**src/rtl/mem_burst_initiator.sv**
```systemverilog
// rtl/mem_burst_initiator.sv - burst initiator driving a 1-cycle registered-output slave memory port
// Optional feature macro: MEM_BOUNDARY_CHECK_EN (reject bursts whose last beat reaches MEM_SIZE)
module mem_burst_initiator #(
  parameter int ADDR_WIDTH = 12,
  parameter int DATA_WIDTH = 8,
  parameter int LEN_WIDTH  = 8,
  parameter int MEM_SIZE   = 4096
) (
  input  logic                  clk,
  input  logic                  rstn,
  input  logic                  req_valid,
  output logic                  req_ready,
  input  logic                  req_write,
  input  logic [ADDR_WIDTH-1:0] req_addr,
  input  logic [LEN_WIDTH-1:0]  req_len,
  input  logic                  wr_valid,
  input  logic [DATA_WIDTH-1:0] wr_data,
  output logic                  wr_ready,
  output logic                  rd_valid,
  output logic [DATA_WIDTH-1:0] rd_data,
  input  logic                  rd_ready,
  output logic [ADDR_WIDTH-1:0] mem_addr,
  output logic                  mem_wen,
  output logic                  mem_ren,
  output logic [DATA_WIDTH-1:0] mem_wdata,
  input  logic [DATA_WIDTH-1:0] mem_rdata,
  output logic                  busy,
  output logic                  done,
  output logic                  err
);

  typedef enum logic [1:0] {
    S_IDLE  = 2'd0,
    S_WRITE = 2'd1,
    S_READ  = 2'd2,
    S_DRAIN = 2'd3
  } state_e;

`ifdef MEM_BOUNDARY_CHECK_EN
  localparam bit BOUNDARY_CHECK = 1'b1;
`else
  localparam bit BOUNDARY_CHECK = 1'b0;
`endif

  // Last-beat address is compared one bit wider so a wrapping burst is still caught.
  localparam logic [ADDR_WIDTH:0] MEM_LIMIT = (ADDR_WIDTH+1)'(MEM_SIZE);

  state_e                 state_q, state_d;
  logic [ADDR_WIDTH-1:0]  addr_cnt_q, addr_cnt_d;
  logic [LEN_WIDTH-1:0]   remaining_q, remaining_d;
  logic                   inflight_q, inflight_d;
  logic                   done_q, done_d;
  logic                   err_q, err_d;

  // Two-entry read buffer: head pointer plus occupancy 0..2.
  logic [DATA_WIDTH-1:0]  buf_q [2];
  logic                   head_q, head_d;
  logic [1:0]             occ_q, occ_d;

  logic                   push;
  logic                   pop;
  logic                   tail_idx;
  logic [1:0]             held_after_pop;
  logic                   accept;
  logic [ADDR_WIDTH:0]    end_addr;
  logic                   out_of_range;

  assign req_ready = (state_q == S_IDLE);
  assign wr_ready  = (state_q == S_WRITE);
  assign busy      = (state_q != S_IDLE);
  assign done      = done_q;
  assign err       = err_q;
  assign mem_addr  = addr_cnt_q;
  assign mem_wdata = wr_data;
  assign rd_valid  = (occ_q != 2'd0);
  assign rd_data   = buf_q[head_q];

  assign accept       = req_valid && req_ready;
  assign end_addr     = {1'b0, req_addr} + (ADDR_WIDTH+1)'(req_len);
  assign out_of_range = BOUNDARY_CHECK && (end_addr >= MEM_LIMIT);

  // Data returned by last cycle's read lands in the buffer this cycle.
  assign push = inflight_q;
  assign pop  = rd_valid && rd_ready;
  // With occ==2 no read can be in flight, so the tail is head (occ 0) or the other slot (occ 1).
  assign tail_idx       = head_q ^ occ_q[0];
  // Beats already owed to the buffer once this cycle's pop is taken.
  assign held_after_pop = occ_q + {1'b0, inflight_q} - {1'b0, pop};
  assign occ_d          = occ_q + {1'b0, push} - {1'b0, pop};
  assign head_d         = head_q ^ pop;

  // Next-state, counters and memory strobes.
  always_comb begin
    state_d     = state_q;
    addr_cnt_d  = addr_cnt_q;
    remaining_d = remaining_q;
    inflight_d  = 1'b0;
    done_d      = 1'b0;
    err_d       = 1'b0;
    mem_wen     = 1'b0;
    mem_ren     = 1'b0;
    case (state_q)
      S_IDLE: begin
        if (accept) begin
          if (out_of_range) begin
            err_d = 1'b1;
          end else begin
            addr_cnt_d  = req_addr;
            remaining_d = req_len;
            state_d     = req_write ? S_WRITE : S_READ;
          end
        end
      end
      S_WRITE: begin
        mem_wen = wr_valid;
        if (wr_valid) begin
          addr_cnt_d  = addr_cnt_q + ADDR_WIDTH'(1);
          remaining_d = remaining_q - LEN_WIDTH'(1);
          if (remaining_q == '0) begin
            state_d = S_IDLE;
            done_d  = 1'b1;
          end
        end
      end
      S_READ: begin
        mem_ren    = (held_after_pop < 2'd2);
        inflight_d = mem_ren;
        if (mem_ren) begin
          addr_cnt_d  = addr_cnt_q + ADDR_WIDTH'(1);
          remaining_d = remaining_q - LEN_WIDTH'(1);
          if (remaining_q == '0) begin
            state_d = S_DRAIN;
          end
        end
      end
      S_DRAIN: begin
        // Leave on the cycle the last buffered beat is consumed.
        if (!inflight_q && ((occ_q - {1'b0, pop}) == 2'd0)) begin
          state_d = S_IDLE;
          done_d  = 1'b1;
        end
      end
      default: state_d = S_IDLE;
    endcase
  end

  // FSM state register.
  always_ff @(posedge clk or negedge rstn) begin
    if (!rstn) begin
      state_q <= S_IDLE;
    end else begin
      state_q <= state_d;
    end
  end

  // Burst counters, read bookkeeping and completion/error pulses.
  always_ff @(posedge clk or negedge rstn) begin
    if (!rstn) begin
      addr_cnt_q  <= '0;
      remaining_q <= '0;
      inflight_q  <= 1'b0;
      done_q      <= 1'b0;
      err_q       <= 1'b0;
      head_q      <= 1'b0;
      occ_q       <= 2'd0;
    end else begin
      addr_cnt_q  <= addr_cnt_d;
      remaining_q <= remaining_d;
      inflight_q  <= inflight_d;
      done_q      <= done_d;
      err_q       <= err_d;
      head_q      <= head_d;
      occ_q       <= occ_d;
    end
  end

  // Read buffer storage; the tail slot captures returning memory data.
  always_ff @(posedge clk or negedge rstn) begin
    if (!rstn) begin
      buf_q[0] <= '0;
      buf_q[1] <= '0;
    end else if (push) begin
      buf_q[tail_idx] <= mem_rdata;
    end
  end

endmodule

```
**config.mk**
```make
export PLATFORM = sky130hd
export DESIGN_NAME = mem_burst_initiator
export DESIGN_NICKNAME = d
export VERILOG_FILES = /design/src/rtl/mem_burst_initiator.sv
export SDC_FILE = /design/constraint.sdc
export NUM_CORES = 1
export LEC_CHECK = 0
export CAP_MARGIN = 20
export CELL_PAD_IN_SITES_DETAIL_PLACEMENT = 1
export CELL_PAD_IN_SITES_GLOBAL_PLACEMENT = 1
export CORE_MARGIN = 1.5
export CORE_UTILIZATION = 32
export DETAILED_ROUTE_END_ITERATION = 16
export GPL_ROUTABILITY_DRIVEN = 0
export PLACE_DENSITY_LB_ADDON = 0.08
export SETUP_SLACK_MARGIN = 0.2
export SYNTH_ARGS = -nofsm -noshare
export SYNTH_HDL_FRONTEND = slang
export SYNTH_SLANG_ARGS = --single-unit
export TNS_END_PERCENT = 10
```
**constraint.sdc**
```tcl
create_clock -name clk -period 1.7 [get_ports clk]
set_input_delay 0.255 -clock clk [delete_from_list [all_inputs] [get_ports clk]]
set_output_delay 0.255 -clock clk [all_outputs]
set_load 0.01 [all_outputs]
```
* After elaboration in Yosys (flattened, before gate mapping)
Index checks and enable logic that the tools add are counted.
** Operators by class
- Add/sub/neg operators :: 5
- Order comparisons :: 4
- Equality and inequality tests :: 9
- Multiplexer cells :: 28
- Bitwise gates (word level) :: 4
- Reduce and logical (&&, ||, !) cells :: 13
** Operators with widths (count)
- $mux W8 :: 7
- $mux W12 :: 3
- $pmux W12 S3 :: 1
- $pmux W8 S3 :: 1
- $bwmux W16 :: 1
- $mux W2 :: 7
- $add A12 B1 Y12 const B :: 1
- $demux W8 S1 :: 1
- $logic_not A8 Y1 :: 1
- $ne A2 B2 Y1 const B :: 4
- $pmux W2 S4 :: 1
- $sub A8 B1 Y8 const B :: 1
- $reduce_and A6 Y1 :: 1
- $mux W1 :: 5
- $eq A2 B2 Y1 const B :: 2
- $ge A2 B2 Y1 const B :: 2
- $logic_and A1 B1 Y1 :: 4
- $logic_not A2 Y1 :: 2
- $ne A2 B1 Y1 const B :: 2
- $not A1 Y2 :: 2
- $reduce_and A4 Y1 :: 1
- $reduce_bool A2 Y1 :: 2
- $sub A2 B1 Y2 :: 2
- $reduce_bool A3 Y1 :: 1
- 7 further kinds :: 8
** Storage, ports and cells
- Register bits :: 43
- Bits of input ports :: 42
- Output and inout bits :: 36
- Word-level logic and storage cells :: 72

* Logic depth before layout (Yosys ltp)
Gate-level depths: netlist of the first run.
- Depth in word-level cells :: 7
- Gate-level depth with buffers :: 10

* Worst setup path before layout of the first run
No wires, ideal clock.
- Path kind :: flip-flop to flip-flop
- From :: register occ_q[0]
- To :: register addr_cnt_q[10], in the netlist mem_addr[10]
- Setup time :: 0.124 ns
- Data arrival time :: 1.754 ns
- Required time :: 1.576 ns
- Setup slack :: -0.177 ns
- Cell stages (with the launch flop) :: 11
- Clock period less this slack :: 1.877 ns
- Cells stage by stage :: dfrtp_1 -> nor2b_1 -> a21o_1 -> ha_1 -> nand2_1 -> a21oi_1 -> nor3_2 -> and2_1 -> buf_4 -> buf_6 -> a21oi_1
** On the way
- Cells in the longest elaborated chain, start to end :: 6
- Elaborated cells between the ends (all ways) :: 7
- Those cells by class :: 2 x add/sub; 1 x order compare; 1 x eq/ne; 3 x reduce/logical
** Ends and longest elaborated chain
- start: declaration :: RTL line 58 : logic [1:0] occ_q, occ_d;
- start signal: assignment :: RTL line 165 : occ_q <= 2'd0;
- start signal: assignment :: RTL line 173 : occ_q <= occ_d;
- branches (longest 2 deep; another with $add A2 B1 Y2)
- $sub A2 B1 Y2 * :: RTL line 88 : assign held_after_pop = occ_q + {1'b0, inflight_q} - {1'b0, pop};
- $lt A2 B2 Y1 * :: RTL line 126 : mem_ren = (held_after_pop < 2'd2);
- $ne A2 B2 Y1 (no source line) *
- $reduce_and A4 Y1 (no source line) *
- end signal: assignment :: RTL line 167 : addr_cnt_q <= addr_cnt_d;
- end: declaration :: RTL line 49 : logic [ADDR_WIDTH-1:0] addr_cnt_q, addr_cnt_d;
Every way passes the cells marked *.
A chain may end at the register's enable or synchronous reset.

* Final worst setup path of the first run
- From :: register occ_q[0]
- To :: register state_q[1]
** On the way
- Cells in the longest elaborated chain, start to end :: 7
- Elaborated cells between the ends (all ways) :: 11
- Those cells by class :: 3 x add/sub; 1 x order compare; 2 x eq/ne; 5 x reduce/logical
** Ends and longest elaborated chain
- branches (longest 6 deep; another with $add A2 B1 Y2)
- $reduce_and A6 Y1 (no source line) *
- end signal: assignment :: RTL line 152 : state_q <= state_d;
- end: declaration :: RTL line 48 : state_e state_q, state_d;
Marked as above.

==> results of run 1 <==
## flip-flops by register name (all words and copies together) (netlist names)
register / count
inflight_q: 1
head_q: 1
remaining_q: 8
state_q: 2
occ_q: 2
done: 1
buf_q: 16
mem_addr: 12
## metrics by stage
step                      area, sq um  setup slack, ps  std cells
after floorplan                  2510            -83.4        250
after global placement           3400             -622        422
after detailed placement         3400             -670        422
after CTS                        3670             -187        437
after global routing             3780             -313        439
final                            3780             -190        439
## cell families after synthesis
logic type,after synthesis,share of synthesized area
compound gates,64,0.158
xor+xnor,3,0.0106
fa+ha+maj,7,0.0352
buf+inv,35,0.0734
flops,43,0.432
mux,30,0.134
other cells,1,0.00151
simple gates,67,0.155
## worst register-to-register path, stage by stage (launching register included)
cell and delay [ps]:
dfrtp_1 420, nor2b_4 140, a21o_1 180, ha_4 190, nand2_2 70, a21oi_2 40, nor3_2 160, buf_6 170
o221ai_4 110, mux2_4 320
## area by class of cell
class,instances,area [sq um]
Fill cell,807,3630
Multi-Input combinational cell,172,1410
Tap cell,99,124
Timing Repair Buffer,104,996
Sequential cell,43,1080
Inverter,13,48.8
Clock inverter,2,35.0
Clock buffer,6,82.6
## layout by cell type, fill, tap and decap left out, types with 3 or more instances in the layout
master and instances:
a21o_1 3, a21oi_1 19, a31oi_1 14, buf_12 4, buf_2 3, buf_4 32, buf_6 19, clkbuf_8 6
clkdlybuf4s50_1 34, dfrtp_1 42, dlygate4sd2_1 11, ha_1 3, ha_4 3, inv_1 9, inv_2 4, mux2_2 9
mux2_4 17, mux2i_1 4, nand2_1 22, nand2_2 3, nand2b_1 4, nand3_1 9, nand4_1 3, nor2_1 4
o21ai_0 9, o22ai_1 7
## worst max path at each step
stage,startpoint,endpoint,cells after the start
2_1_floorplan,occ_q[0]$_DFF_PN0_,mem_addr[11]$_DFFE_PN0P_,8
3_3_place_gp,rd_ready,mem_ren,7
3_5_place_dp,rd_ready,mem_addr[11]$_DFFE_PN0P_,10
4_1_cts,occ_q[0]$_DFF_PN0_,mem_ren,6
5_1_grt,occ_q[0]$_DFF_PN0_,state_q[1]$_DFFE_PN0P_,8
6_report,occ_q[0]$_DFF_PN0_,state_q[1]$_DFFE_PN0P_,9
## layer usage
metal / part of all wire / up-vias / GRT usage
met2: 0.51 / 49 / 0.324
met3: 0.035 / 2 / 0.0503
li1: - / 1071 / -
met4: 0.0030 / 0 / 0.0365
met1: 0.45 / 1134 / 0.237
met5: 0 / - / 0
## power groups by stage
stage	sequential, uW	combinational, uW	clock (uW)
6_report	2040	5410	868
5_1_grt	2130	5940	942
4_1_cts	2010	5170	889
3_5_place_dp	2050	4770	0
3_3_place_gp	2040	4710	0
2_1_floorplan	2000	2740	0
## repair_timing
| action | in CTS | in global routing |
|---|---|---|
| hold buffers | 1 | 0 |
| endpoints found under the setup margin | 65 | 55 |
| setup buffers | 6 | 2 |
| resized for setup | 99 | 31 |
| pin swaps | 5 | 4 |
| hold endpoints to repair | 43 | 0 |
==> impl_metrics.csv, run 1 <==
group,metric,value,unit
run_status,status,"finished with violations",
run_status,failed_checks,"negative setup slack",
floorplan,dieArea,8320,sq um
critical_path,reg2reg_to,"state_q[1]$_DFFE_PN0P_",
yosys,ys.flop_type,"dfrtp_1",
yosys,synth_largest_area_cell,"dfrtp_1",
floorplan,start_util,0.336,
run,cap_violations,0,
floorplan,chipWidth,91.2,microns
detailed_routing,vias,2256,
sta,max_freq,529,MHz
sta,period_needed,1890,ps
clocking,clk_pin_slew_worst_paths,90,ps
sta,finalSetupViolCount,23,
pwr,swShare,0.406,
pwr,pwr-share-comb,0.651,
clocking,cts_tree,"yes",
critical_path,cpPeakStageDelay,420,ps
floorplan,die_h,91.2,microns
detailed_routing,drt-pass1-iter-count,4,
grt,grt_pass1_vias,2402,
critical_path,cp-end-kind,"flip-flop",
yosys,synthArstFlopShare,1.00,
placement,port_buffers,60,
sta,post-route-period-util,1.11,
sta,maxSlewViolCount,0,
clocking,cts_buffer_depth,2,
critical_path,reg2reg_from,"occ_q[0]$_DFF_PN0_",
yosys,ys_types,46,
pwr,power,8320,uW
pwr,intPower,4950,uW
yosys,ys_seq_area_frac,0.432,
clocking,clkSinkCount,43,
sta,fin_skew,3.25,ps
placement,dp_hpwl,4.75,mm
detailed_routing,viasPerCell,5.14,
yosys,syn_nets,299,
sta,whs,449,ps
yosys,ys_seq_elements,43,
detailed_routing,drc_errors,0,
cells_and_area,layout.nets,388,
detailed_routing,routed_wl,7.33,mm
clocking,cts_root_buffer,"clkbuf_8",
clocking,cts_max_level,2,
pwr,pwr-share-seq,0.245,
floorplan,rows,31,
grt,antenna_found_initial,0,
detailed_routing,drt_iter0_markers,89,
pwr,switching_power,3370,uW
critical_path,worstSetupPathType,"flip-flop to flip-flop",
yosys,synth_top_area_frac,0.432,
critical_path,cp_cell_sequence,"nor2b_4 > a21o_1 > ha_4 > nand2_2 > a21oi_2 > nor3_2 > buf_6 > o221ai_4 > mux2_4",
cells_and_area,drive_gt1_frac,0.353,
sta,tns,-3330,ps
pwr,power.density,2200,nW/um^2
clocking,clk_latency,300,ps
pwr,clkPwrFrac,0.104,
cells_and_area,num_antenna_cells,0,
critical_path,worst-r2r-cell-count,9,
yosys,synth.top_cells.by_count,"dfrtp_1, mux2_2, nand2_1, a21oi_1, a31oi_1",
sta,fin_ws,-190,ps
critical_path,path_buf_inv,1,
detailed_routing,postRouteAntennaNets,0,
yosys,netlist_area,2490,sq um
critical_path,reg2reg_slack,-190,ps
yosys,syn_area_per_cell,9.96,sq um
critical_path,crit_fanout,8,
sta,hold_viol_final,0,
sta,rsz0062_at_grt,"true",
clocking,cts_made_buffers,5,
pwr,p_leak,0.00167,uW
grt,grt_overflow,0,
grt,grt_max_degree,44,
worst_hold_path,hold_class,"input pin to asynchronous set/reset pin",
grt,grt_usage,0.188,
critical_path,required,1900,ps
grt,grt_pass1_wl,12.3,mm
detailed_routing,wl_per_cell,16.7,microns
yosys,synthTopCellsByArea,"dfrtp_1, mux2_2, a21oi_1",
critical_path,cp_slowest_cell,"dfrtp_1",
yosys,synth_most_common_cell,"dfrtp_1",
critical_path,cp-start-kind,"flip-flop",
yosys,syn_inst,250,
critical_path,cp.arrival,2090,ps
pwr,ir_drop,716,uV
floorplan,core,7410,sq um
critical_path,critical_path.top_delay_family,"flip-flops",
cells_and_area,area_delta_synth_final,51.7,%
yosys,yosys_warnings,0,
yosys,synth_edf_count,0,
cells_and_area,final_util,0.510,
floorplan,io_pins,78,
Note: power is estimated with default switching activity, not from simulation.
==> run 2: changes to the inputs <==
Settings changed: ABC_AREA set to 0, CORE_ASPECT_RATIO set to 0.6.
==> impl_metrics.csv, run 2 (same netlist as run 1, synthesis figures left out) <==
group,metric,value,unit
sta,finalSetupViolCount,23,
clocking,clk_pin_slew_worst_paths,70,ps
floorplan,start_util,0.337,
floorplan,die_h,71.3,microns
floorplan,core,7390,sq um
cells_and_area,final_cell_mix,"dfrtp_1, buf_4, clkdlybuf4s50_1",
critical_path,cp-end-kind,"flip-flop",
cells_and_area,regMostFlops,"buf_q",
clocking,cts_root_buffer,"clkbuf_16",
cells_and_area,fill_cells,819,
sta,fin_skew,4.17,ps
grt,antenna_found_initial,0,
cells_and_area,drive_gt1_frac,0.388,
detailed_routing,routed_wl,7.52,mm
pwr,p_leak,0.00175,uW
cells_and_area,layout.nets,393,
run_status,failed_checks,"negative setup slack",
pwr,ir_drop,879,uV
floorplan,chipWidth,117,microns
critical_path,cp.arrival,2110,ps
floorplan,rows,24,
sta,max_freq,516,MHz
critical_path,cp-start-kind,"flip-flop",
sta,post-route-period-util,1.14,
cells_and_area,final_cells,449,
cells_and_area,num_antenna_cells,0,
clocking,cts_made_buffers,5,
placement,dpl_worst_slack,-794,ps
grt,grt_overflow,0,
cells_and_area,area_delta_synth_final,56.5,%
grt,grt_max_degree,44,
clocking,cts_tree,"yes",
critical_path,crit_fanout,7,
cells_and_area,final_common_cell,"dfrtp_1",
detailed_routing,drt_iter0_markers,121,
sta,maxSlewViolCount,0,
grt,grt_pass1_vias,2363,
clocking,cts_max_level,2,
placement,port_buffers,60,
detailed_routing,wl_per_cell,16.8,microns
critical_path,worstSetupPathType,"flip-flop to flip-flop",
placement,dp_hpwl,5.42,mm
sta,rsz0062_at_grt,"true",
clocking,clk_latency,290,ps
clocking,cts_buffer_depth,2,
detailed_routing,vias,2216,
floorplan,dieArea,8340,sq um
detailed_routing,drc_errors,0,
clocking,clkSinkCount,43,
run_status,status,"finished with violations",
cells_and_area,largest_reg_flops,16,
worst_hold_path,hold_class,"input pin to asynchronous set/reset pin",
floorplan,io_pins,78,
grt,grt_usage,0.194,
sta,fin_ws,-239,ps
sta,period_needed,1940,ps
detailed_routing,viasPerCell,4.94,
sta,hold_viol_final,0,
grt,grt_pass1_wl,12.4,mm
detailed_routing,postRouteAntennaNets,0,
critical_path,required,1880,ps
detailed_routing,drt-pass1-iter-count,4,
placement,dp_cells,435,
run,cap_violations,0,
pwr,power.density,2240,nW/um^2
-- run 2: path summary, 6_finish.rpt --
check	cells past startpoint	startpoint	slack [ps]	endpoint
worst max-delay path	8	occ_q[0]$_DFF_PN0_	-240	state_q[1]$_DFFE_PN0P_
worst min-delay path	3	rstn	500	mem_addr[7]$_DFFE_PN0P_
worst max register to register	8	occ_q[0]$_DFF_PN0_	-240	state_q[1]$_DFFE_PN0P_
worst min register to register	1	buf_q[0]$_DFFE_PN0P_	500	buf_q[0]$_DFFE_PN0P_
max in group asynchronous	3	rstn	980	remaining_q[1]$_DFFE_PN0P_
min in group clk	1	buf_q[0]$_DFFE_PN0P_	500	buf_q[0]$_DFFE_PN0P_
-- run 2: report_power, final --
part	switching [uW]	internal (uW)	total, uW
sequential	438	1560	2000
clock	438	702	1140
combinational	2670	2930	5600
total	3540	5190	8730
-- run 2: worst max-delay path, cell delays in order, from the launching register on --
cell and delay, ps:
dfrtp_1 400, nor2b_4 130, a21o_1 180, ha_4 190
nand2_4 60, a21oi_4 40, nor3_4 310, o221ai_2 190
mux2_4 330
-- run 2: what timing repair did --
item                                    in CTS  in global routing
buffers inserted                             4                  1
pin swaps                                    2                  7
hold buffers                                 1                  0
gates cloned                                 0                  0
gates resized for setup                     23                 78
hold endpoints to repair                    43                  0
endpoints found under the setup margin      55                 57
-- run 2: per-stage QoR --
stage	hold slack (ps)	power, uW	utilization	area [sq um]	setup TNS (ps)
floorplan	-40.6	4730	-	2510	-1050
global placement	259	6930	0.471	3480	-16810
detailed placement	256	7040	0.471	3480	-17650
CTS	491	8520	0.512	3780	-7250
global route	510	9430	0.528	3900	-6110
finish	499	8730	0.528	3900	-3890
-- run 2: final cells by class --
cell class | instances | area, sq um | share of cell area
clock buffer | 5 | 125 | 0.0321
clock inverter | 3 | 47.5 | 0.0122
inverter | 13 | 48.8 | 0.0125
multi-input combinational | 172 | 1420 | 0.363
sequential | 43 | 1080 | 0.276
tap | 104 | 130 | 0.0334
timing repair buffer | 109 | 1050 | 0.270
-- run 2: per-layer routing --
| layer | GRT usage | routed length [microns] | vias to the layer above | share of wire |
|---|---|---|---|---|
| met2 | 0.287 | 3260 | 46 | 0.43 |
| met5 | 0 | 0 | - | 0 |
| met1 | 0.297 | 3920 | 1083 | 0.52 |
| met3 | 0.0423 | 289 | 6 | 0.038 |
| li1 | - | - | 1081 | - |
| met4 | 0.0281 | 51 | 0 | 0.0068 |
==> run 3: changes to the inputs <==
Settings changed: RECOVER_POWER set to 50.
==> impl_metrics.csv, run 3 (same netlist as run 1, synthesis figures left out) <==
group,metric,value,unit
run_status,status,"finished with violations",
run_status,failed_checks,"negative setup slack",
clocking,clk_latency,290,ps
critical_path,crit_start,"occ_q[0]$_DFF_PN0_",
sta,maxSlewViolCount,0,
cells_and_area,drive_gt1_frac,0.388,
cells_and_area,area_delta_synth_final,55.9,%
floorplan,core,7390,sq um
sta,fin_skew,4.17,ps
worst_hold_path,hold_class,"flip-flop to flip-flop",
critical_path,required,1880,ps
clocking,cts_tree,"yes",
critical_path,worstSetupPathType,"flip-flop to flip-flop",
clocking,cts_made_buffers,5,
critical_path,cp.arrival,2110,ps
grt,grt_overflow,0,
cells_and_area,layout.nets,393,
clocking,cts_buffer_depth,2,
sta,worst_slew_pin_slew,1020,ps
critical_path,reg2reg_from,"occ_q[0]$_DFF_PN0_",
sta,max-slew-margin-rel,0.323,
worst_hold_path,worstHoldStart,"buf_q[0]$_DFFE_PN0P_",
grt,grt_pass1_vias,2363,
detailed_routing,drt-pass1-iter-count,4,
detailed_routing,viasPerCell,4.94,
pwr,ir_drop,879,uV
floorplan,rows,24,
clocking,cts_max_level,2,
cells_and_area,final_common_cell,"dfrtp_1",
sta,period_needed,1940,ps
run,cap_violations,0,
cells_and_area,regMostFlops,"buf_q",
clocking,cts_root_buffer,"clkbuf_16",
sta,max_freq,516,MHz
detailed_routing,wl_per_cell,16.7,microns
critical_path,cp-end-kind,"flip-flop",
floorplan,io_pins,78,
cells_and_area,final_cell_mix,"dfrtp_1, buf_4, clkdlybuf4s50_1",
grt,grt_max_degree,44,
cells_and_area,largest_reg_flops,16,
placement,dp_hpwl,5.42,mm
floorplan,start_util,0.337,
grt,grt_pass1_wl,12.4,mm
critical_path,reg2reg_to,"state_q[1]$_DFFE_PN0P_",
sta,tns,-3890,ps
detailed_routing,vias,2217,
placement,port_buffers,60,
floorplan,die_h,71.3,microns
clocking,clk_pin_slew_worst_paths,70,ps
cells_and_area,multi_input_area,1420,sq um
critical_path,reg2reg_slack,-240,ps
pwr,p_leak,0.00174,uW
sta,rsz0062_at_grt,"true",
detailed_routing,drt_iter0_markers,122,
detailed_routing,postRouteAntennaNets,0,
sta,finalSetupViolCount,23,
critical_path,worst-r2r-cell-count,8,
detailed_routing,drc_errors,0,
cells_and_area,num_antenna_cells,0,
grt,grt_usage,0.194,
cells_and_area,fill_cells,820,
placement,dp_cells,435,
sta,fin_ws,-239,ps
sta,post-route-period-util,1.14,
sta,hold_viol_final,0,
floorplan,chipWidth,117,microns
cells_and_area,seqCellArea,1080,sq um
grt,antenna_found_initial,0,
detailed_routing,routed_wl,7.52,mm
critical_path,crit_end,"state_q[1]$_DFFE_PN0P_",
critical_path,cp-start-kind,"flip-flop",
critical_path,crit_fanout,7,
pwr,power.density,2250,nW/um^2
clocking,clkSinkCount,43,
floorplan,dieArea,8340,sq um
cells_and_area,final_cells,449,
run 3: cell count changes in the layout (fill, tap and decap cells not counted):
cell    change
buf_12      -1
buf_2       +1
run 3: critical path, stage by stage (launching register included):
cell and delay, ps:
dfrtp_1 400, nor2b_4 130, a21o_1 180, ha_4 190, nand2_4 60, a21oi_4 40
nor3_4 310, o221ai_2 190, mux2_4 330
run 3: worst min-delay path by stage:
stage	slack, ps	endpoint	cells after the start
after detailed placement	260	mem_addr[7]$_DFFE_PN0P_	2
final	500	buf_q[0]$_DFFE_PN0P_	1
after CTS	490	mem_addr[7]$_DFFE_PN0P_	3
after global placement	260	mem_addr[10]$_DFFE_PN0P_	2
after global routing	510	mem_wdata[1]	0
after floorplan	-40	buf_q[0]$_DFFE_PN0P_	0
run 3: power by group:
group	internal (uW)	switching [uW]
logic	2930	2670
clock network	702	438
registers	1560	438
run 3: layout make-up:
type / count / share of cell area
sequential: 43 / 0.277
timing repair buffer: 109 / 0.267
tap: 104 / 0.0335
clock buffer: 5 / 0.0322
clock inverter: 3 / 0.0122
multi-input combinational: 172 / 0.365
inverter: 13 / 0.0126
run 3: metal layers:
layer,track usage,up-vias,share of wire
met3,0.0423,6,0.038
met2,0.287,46,0.43
li1,-,1082,-
met5,0,-,0
met1,0.297,1083,0.52
met4,0.0281,0,0.0068
run 3: metrics by stage:
step	cell area, sq um	worst slack [ps]	power, uW	utilization	hold WS, ps
after floorplan	2510	-83.4	4730	-	-40.6
after global placement	3480	-753	6930	0.471	259
after detailed placement	3480	-794	7040	0.471	256
after CTS	3780	-282	8520	0.512	491
after global routing	3880	-314	9420	0.526	510
final	3880	-239	8730	0.526	505
run 3: repair_timing:
item | 4_1_cts | 5_1_grt
hold buffers | 1 | 0
endpoints found under the hold margin | 43 | 0
gates resized for setup | 23 | 78
cloned | 0 | 0
setup endpoints to repair | 55 | 57
pin swaps | 2 | 7
setup buffers | 4 | 1
